--- config.mk ---
export PLATFORM = sky130hd
export DESIGN_NAME = multiplier_control_flat
export DESIGN_NICKNAME = d
export VERILOG_FILES = /design/src/rtl/multiplier_control_if.sv /design/src/rtl/multiplier_control.sv /design/src/flat_wrapper.sv
export SDC_FILE = /design/constraint.sdc
export NUM_CORES = 1
export LEC_CHECK = 0
export BUFFER_PORTS_ARGS = -buffer_cell sky130_fd_sc_hd__clkbuf_2
export CAP_MARGIN = 30
export CORE_MARGIN = 4
export CORE_UTILIZATION = 40
export DETAILED_ROUTE_END_ITERATION = 16
export PLACE_DENSITY_LB_ADDON = 0.08
export SLEW_MARGIN = 10
export SYNTH_ARGS = -nofsm -noshare
export SYNTH_HDL_FRONTEND = slang
export SYNTH_SLANG_ARGS = --single-unit
--- constraint.sdc ---
create_clock -name clk -period 1.6 [get_ports clk]
set_input_delay 0.16 -clock clk [delete_from_list [all_inputs] [get_ports clk]]
set_output_delay 0.16 -clock clk [all_outputs]
set_load 0.1 [all_outputs]
--- src/rtl/multiplier_control_if.sv ---
// Strobe/handshake bundle between the multiplier sequencer and its host/Product register.
// master = host side (drives run, returns prod_lsb); slave = sequencer side.
interface multiplier_control_if;
    logic run;
    logic prod_lsb;
    logic prod_load;
    logic w_ctrl;
    logic srl_ctrl;
    logic ready;

    modport master (
        output run,
        output prod_lsb,
        input  prod_load,
        input  w_ctrl,
        input  srl_ctrl,
        input  ready
    );

    modport slave (
        input  run,
        input  prod_lsb,
        output prod_load,
        output w_ctrl,
        output srl_ctrl,
        output ready
    );
endinterface

--- src/rtl/multiplier_control.sv ---
// Shift-add multiplier sequencer: LOAD, then WIDTH check/shift iterations, then DONE with ready held.
// Define MULT_FUSED_EN to merge CHECK and SHIFT into a single ITER state (write and shift on one edge).
module multiplier_control #(
    parameter int unsigned WIDTH = 32
) (
    input  logic              clk,
    input  logic              reset,
    multiplier_control_if.slave ctrl
);

    localparam int unsigned   CW   = $clog2(WIDTH + 1);
    localparam logic [CW-1:0] LAST = CW'(WIDTH - 1);

    typedef enum logic [2:0] {
        S_IDLE  = 3'd0,
        S_LOAD  = 3'd1,
        S_CHECK = 3'd2,
        S_SHIFT = 3'd3,
        S_DONE  = 3'd4,
        S_ITER  = 3'd5
    } state_t;

    state_t        r_state;
    logic [CW-1:0] r_iter;
    logic          r_prod_load;
    logic          r_wen;
    logic          r_srl;
    logic          r_ready;

    // Output flags are registered alongside the state they decode, so they stay
    // Moore outputs; only the write strobe is gated by the live product LSB.
    always_ff @(posedge clk or negedge reset) begin
        if (!reset) begin
            r_state     <= S_IDLE;
            r_iter      <= '0;
            r_prod_load <= 1'b0;
            r_wen       <= 1'b0;
            r_srl       <= 1'b0;
            r_ready     <= 1'b0;
        end else begin
            r_prod_load <= 1'b0;
            r_wen       <= 1'b0;
            r_srl       <= 1'b0;
            r_ready     <= 1'b0;
            case (r_state)
                S_IDLE: begin
                    if (ctrl.run) begin
                        r_state     <= S_LOAD;
                        r_prod_load <= 1'b1;
                    end
                end
                S_LOAD: begin
                    r_iter <= '0;
`ifdef MULT_FUSED_EN
                    r_state <= S_ITER;
                    r_wen   <= 1'b1;
                    r_srl   <= 1'b1;
`else
                    r_state <= S_CHECK;
                    r_wen   <= 1'b1;
`endif
                end
`ifdef MULT_FUSED_EN
                S_ITER: begin
                    r_iter <= r_iter + 1'b1;
                    if (r_iter == LAST) begin
                        r_state <= S_DONE;
                        r_ready <= 1'b1;
                    end else begin
                        r_wen <= 1'b1;
                        r_srl <= 1'b1;
                    end
                end
`else
                S_CHECK: begin
                    r_state <= S_SHIFT;
                    r_srl   <= 1'b1;
                end
                S_SHIFT: begin
                    r_iter <= r_iter + 1'b1;
                    if (r_iter == LAST) begin
                        r_state <= S_DONE;
                        r_ready <= 1'b1;
                    end else begin
                        r_state <= S_CHECK;
                        r_wen   <= 1'b1;
                    end
                end
`endif
                S_DONE: begin
                    if (ctrl.run) begin
                        r_state     <= S_LOAD;
                        r_prod_load <= 1'b1;
                    end else begin
                        r_ready <= 1'b1;
                    end
                end
                default: r_state <= S_IDLE;
            endcase
        end
    end

    assign ctrl.prod_load = r_prod_load;
    assign ctrl.w_ctrl    = r_wen & ctrl.prod_lsb;
    assign ctrl.srl_ctrl  = r_srl;
    assign ctrl.ready     = r_ready;

endmodule

--- src/flat_wrapper.sv ---
// flat-port wrapper written by rule: the top's interface ports become plain ports
module multiplier_control_flat 
#(
    parameter int unsigned WIDTH = 32
)
  (clk, reset, ctrl_run, ctrl_prod_lsb, ctrl_prod_load, ctrl_w_ctrl, ctrl_srl_ctrl, ctrl_ready);
  multiplier_control_if ctrl_i ();
  input  logic clk;
  input  logic reset;
  input wire logic [$bits(ctrl_i.run)-1:0] ctrl_run;
  input wire logic [$bits(ctrl_i.prod_lsb)-1:0] ctrl_prod_lsb;
  output wire logic [$bits(ctrl_i.prod_load)-1:0] ctrl_prod_load;
  output wire logic [$bits(ctrl_i.w_ctrl)-1:0] ctrl_w_ctrl;
  output wire logic [$bits(ctrl_i.srl_ctrl)-1:0] ctrl_srl_ctrl;
  output wire logic [$bits(ctrl_i.ready)-1:0] ctrl_ready;
  assign ctrl_i.run = ctrl_run;
  assign ctrl_i.prod_lsb = ctrl_prod_lsb;
  assign ctrl_prod_load = ctrl_i.prod_load;
  assign ctrl_w_ctrl = ctrl_i.w_ctrl;
  assign ctrl_srl_ctrl = ctrl_i.srl_ctrl;
  assign ctrl_ready = ctrl_i.ready;
  multiplier_control #(.WIDTH(WIDTH)) u_core (.clk(clk), .reset(reset), .ctrl(ctrl_i));
endmodule
==> metrics.log <==
INFO  metric drt.antenna.violating_nets = 0
INFO  metric finalMaxSlewViolations = 0
INFO  metric antenna_found_initial = 0
INFO  metric power_per_cell_area = 1930 nW/µm²
INFO  metric synth_flop_cell = dfrtp_1
INFO  metric synthArstFlopShare = 100%
INFO  metric worstHoldPathType = in -> reg
INFO  metric total_internal_power = 0.732 mW
INFO  metric cp.depth = 4
INFO  metric synth_cell_type_count = 22
INFO  metric arrival = 1.59 ns
INFO  metric cts_resized = 0
INFO  metric clkSinkCount = 13
INFO  metric cts.reportedPaths.clkPinSlew = 0.06 ns
INFO  metric cts.path.max_buffers = 2
INFO  metric hold_viol_final = 0
INFO  metric detailedPlacementHpwl = 712 µm
INFO  metric totalNegativeSetupSlack = 0 ns
INFO  metric drt-wirelength-per-cell = 12.1 µm
INFO  metric syn_nets = 60
INFO  metric max_freq = 0.720 GHz
INFO  metric switching_share = 44.1%
INFO  metric crit_path_max_fanout = 4
INFO  metric p_leak = 0.318 nW
INFO  metric ctsHtreeMaxLevel = 1
INFO  metric timing.rr.start = u_core.r_iter[0]$_DFFE_PN0P_
INFO  metric cp.required = 1.80 ns
INFO  metric floorplan.die_area = 2190 µm²
INFO  metric yosys.cell_count.top_type = dfrtp_1
INFO  metric criticalPathCategory = reg -> reg
INFO  metric cts_inserted_buffers = 3
INFO  metric drt-pass1-iter-count = 4
INFO  metric timing.critical_path.max_delay_family = simple AND/OR/NAND/NOR gates
INFO  metric buffer_ports.inserted = 7
INFO  metric worstSkewPairLatency = 0.27 ns
INFO  metric tritoncts_clock_tree = built
INFO  metric core-area = 1370 µm²
INFO  metric post_route_cells_drive_above_1_share = 23.1%
INFO  metric power.sequential.fraction = 43.3%
INFO  metric highest_ir_drop_seen_on_vdd = 0.883 mV
INFO  metric wire_length_of_the_first_global_routing_pass = 1610 µm
INFO  metric timing.critical_path.slowest_cell_delay = 0.39 ns
INFO  metric min_delay_path_depth = 2
INFO  metric synth-warning-count = 0
INFO  metric timing.critical_path.slowest_stage_cell = nor4b_2
INFO  metric drt-initial-drc-count = 12
INFO  metric switching_power = 0.577 mW
INFO  metric gp_congestion = 0.708
INFO  metric clockRootBuffer = clkbuf_4
INFO  metric worst-r2r-setup-slack = 0.21 ns
INFO  metric netlist_top_cells_area = dfrtp_1 (54%), nand3_1 (5.8%), nand2_1 (5.0%)
INFO  metric combinationalPowerShare = 42.2%
INFO  metric worst-path-buf-inv = 0
INFO  metric floorplan.io_pins = 8
INFO  metric setup_viol = 0
INFO  metric number_of_remaining_drc_errors = 0
INFO  metric grt.overflow.total = 0
INFO  metric rr_endpoint = u_core.r_state[2]$_DFFE_PN0P_
INFO  metric grt_pass1_vias = 387
INFO  metric hold_path.startpoint = ctrl_run
INFO  metric die_width = 46.8 µm
INFO  metric start_kind = flip-flop
INFO  metric path_cells = ha_1, nand3_1, nor4b_2, mux2_2
INFO  metric die_h = 46.8 µm
INFO  metric postSynthCellCount = 55
INFO  metric minimum_period_implied_by_the_final_worst_setup_slack = 1.39 ns
INFO  metric yosys_top_cell_by_area = dfrtp_1
INFO  metric setup_repair_after_global_routing_missed_its_margin = false
INFO  metric grt_start_max_net_pins = 14
INFO  metric max-cap-violations = 0
INFO  metric start_util = 44.1%
INFO  metric detailroute.via_count = 425
INFO  metric synth-edff-count = 0
INFO  metric global_route.usage.total = 10.8%
INFO  metric timing.hold.worst_endpoint = u_core.ctrl.prod_load$_DFF_PN0_
INFO  metric antenna_cells_inserted = 0
INFO  metric synth_seq_area_share = 53.9%
INFO  metric final_net_count = 71
INFO  metric yosys-top-cells-count = dfrtp_1 (13), nand2_1 (8), nand3_1 (7)
INFO  metric status = completed
INFO  metric r2r_cells = 4
INFO  metric fin_skew = 0.0104 ns
INFO  metric postSynthRegisterBits = 13
INFO  metric max_slew.worst_pin.slew = 0.542 ns
INFO  metric routed_wirelength = 964 µm
INFO  metric area_growth = 12.2%
INFO  metric share_clk_of_total_power = 14.4%
INFO  metric routed_via_density = 5.31
INFO  metric rows = 13
INFO  metric synth.cell_area = 603 µm²
INFO  metric final.period_utilization = 86.8%
INFO  metric final_util = 49.5%
INFO  metric relSlewSlack = 64.0%
INFO  metric critical_path.endpoint_type = flip-flop
INFO  metric postSynthAreaPerCell = 11.0 µm²
INFO  metric post-cts-setup-buffers = 0
INFO  metric yosys.area.top_type_share = 53.9%
[cell usage in the layout, fill, tap and decap left out, drive strengths merged]
cell / instances
nor4b: 1
o21ai: 2
mux2: 2
a22o: 1
nand2: 8
o211ai: 1
or2: 1
or4b: 2
dfrtp: 13
nor2: 2
and2: 2
ha: 1
nand2b: 3
or4: 1
nor3: 3
nand3: 7
dlygate4sd3: 1
nor3b: 1
clkbuf: 11
mux2i: 1
nand3b: 1
[what timing repair did]
action | in CTS | in global routing
hold buffers | 1 | 0
hold endpoints to repair | 13 | 0
endpoints found under the setup margin | 0 | 0
[logic make-up after synthesis]
kind of cell    synth area share [%]
compound gates                  4.36
simple gates                    31.5
fa+ha+maj                       2.07
mux                             5.39
buf+inv                         2.70
flops                           53.9
[layout make-up]
class	instances	area (µm²)
Tap cell	15	18.8
Sequential cell	13	325
Clock buffer	4	26.3
Timing Repair Buffer	8	45.0
Fill cell	127	689
Multi-Input combinational cell	40	262
[state kept, by name (all words and copies together) (netlist names)]
signal,cells
u_core.r_state,3
u_core.ctrl.ready,1
u_core.ctrl.prod_load,1
u_core.ctrl.srl_ctrl,1
u_core.r_wen,1
u_core.r_iter,6
[per-stage QoR]
| stage | cells | area, µm² | power (mW) | hold slack (ns) | worst slack [ns] |
|---|---|---|---|---|---|
| after floorplan | 55 | 603 | 1.05 | -0.136 | 0.290 |
| after global placement | 75 | 641 | 1.12 | 0.0744 | 0.236 |
| after detailed placement | 75 | 641 | 1.13 | 0.0659 | 0.233 |
| after CTS | 80 | 677 | 1.33 | 0.139 | 0.228 |
| after global routing | 80 | 677 | 1.43 | 0.153 | 0.108 |
| final | 80 | 677 | 1.31 | 0.148 | 0.212 |
[worst reg2reg max path: cells and delay by family (launching register included)]
kind	cells	cell delay, ns
simple gates	2	0.54
mux	1	0.22
fa+ha+maj	1	0.19
flops	1	0.38
[power groups by stage]
stage | Combinational, mW | Sequential (mW) | Clock, mW
2_1_floorplan | 0.400 | 0.649 | 0
3_3_place_gp | 0.552 | 0.571 | 0
3_5_place_dp | 0.557 | 0.572 | 0
4_1_cts | 0.561 | 0.567 | 0.201
5_1_grt | 0.622 | 0.588 | 0.216
6_report | 0.553 | 0.567 | 0.189
[metal layers]
metal | wire, µm | vias to the layer above | GRT usage, %
met5 | 0 | - | 0
met4 | 0 | 0 | 1.66
met3 | 66 | 0 | 6.90
met2 | 431 | 11 | 16.5
met1 | 466 | 197 | 13.2
li1 | - | 217 | -
[worst max path at each step]
stage	start	to
4_1_cts	u_core.r_iter[0]$_DFFE_PN0P_	u_core.r_iter[4]$_DFFE_PN0P_
5_1_grt	u_core.r_iter[0]$_DFFE_PN0P_	u_core.r_iter[4]$_DFFE_PN0P_
3_3_place_gp	u_core.r_iter[0]$_DFFE_PN0P_	u_core.r_iter[4]$_DFFE_PN0P_
2_1_floorplan	u_core.r_iter[0]$_DFFE_PN0P_	u_core.r_iter[4]$_DFFE_PN0P_
6_report	u_core.r_iter[0]$_DFFE_PN0P_	u_core.r_state[2]$_DFFE_PN0P_
3_5_place_dp	u_core.r_iter[0]$_DFFE_PN0P_	u_core.r_iter[4]$_DFFE_PN0P_
Note: power is estimated with default switching activity, not from simulation.
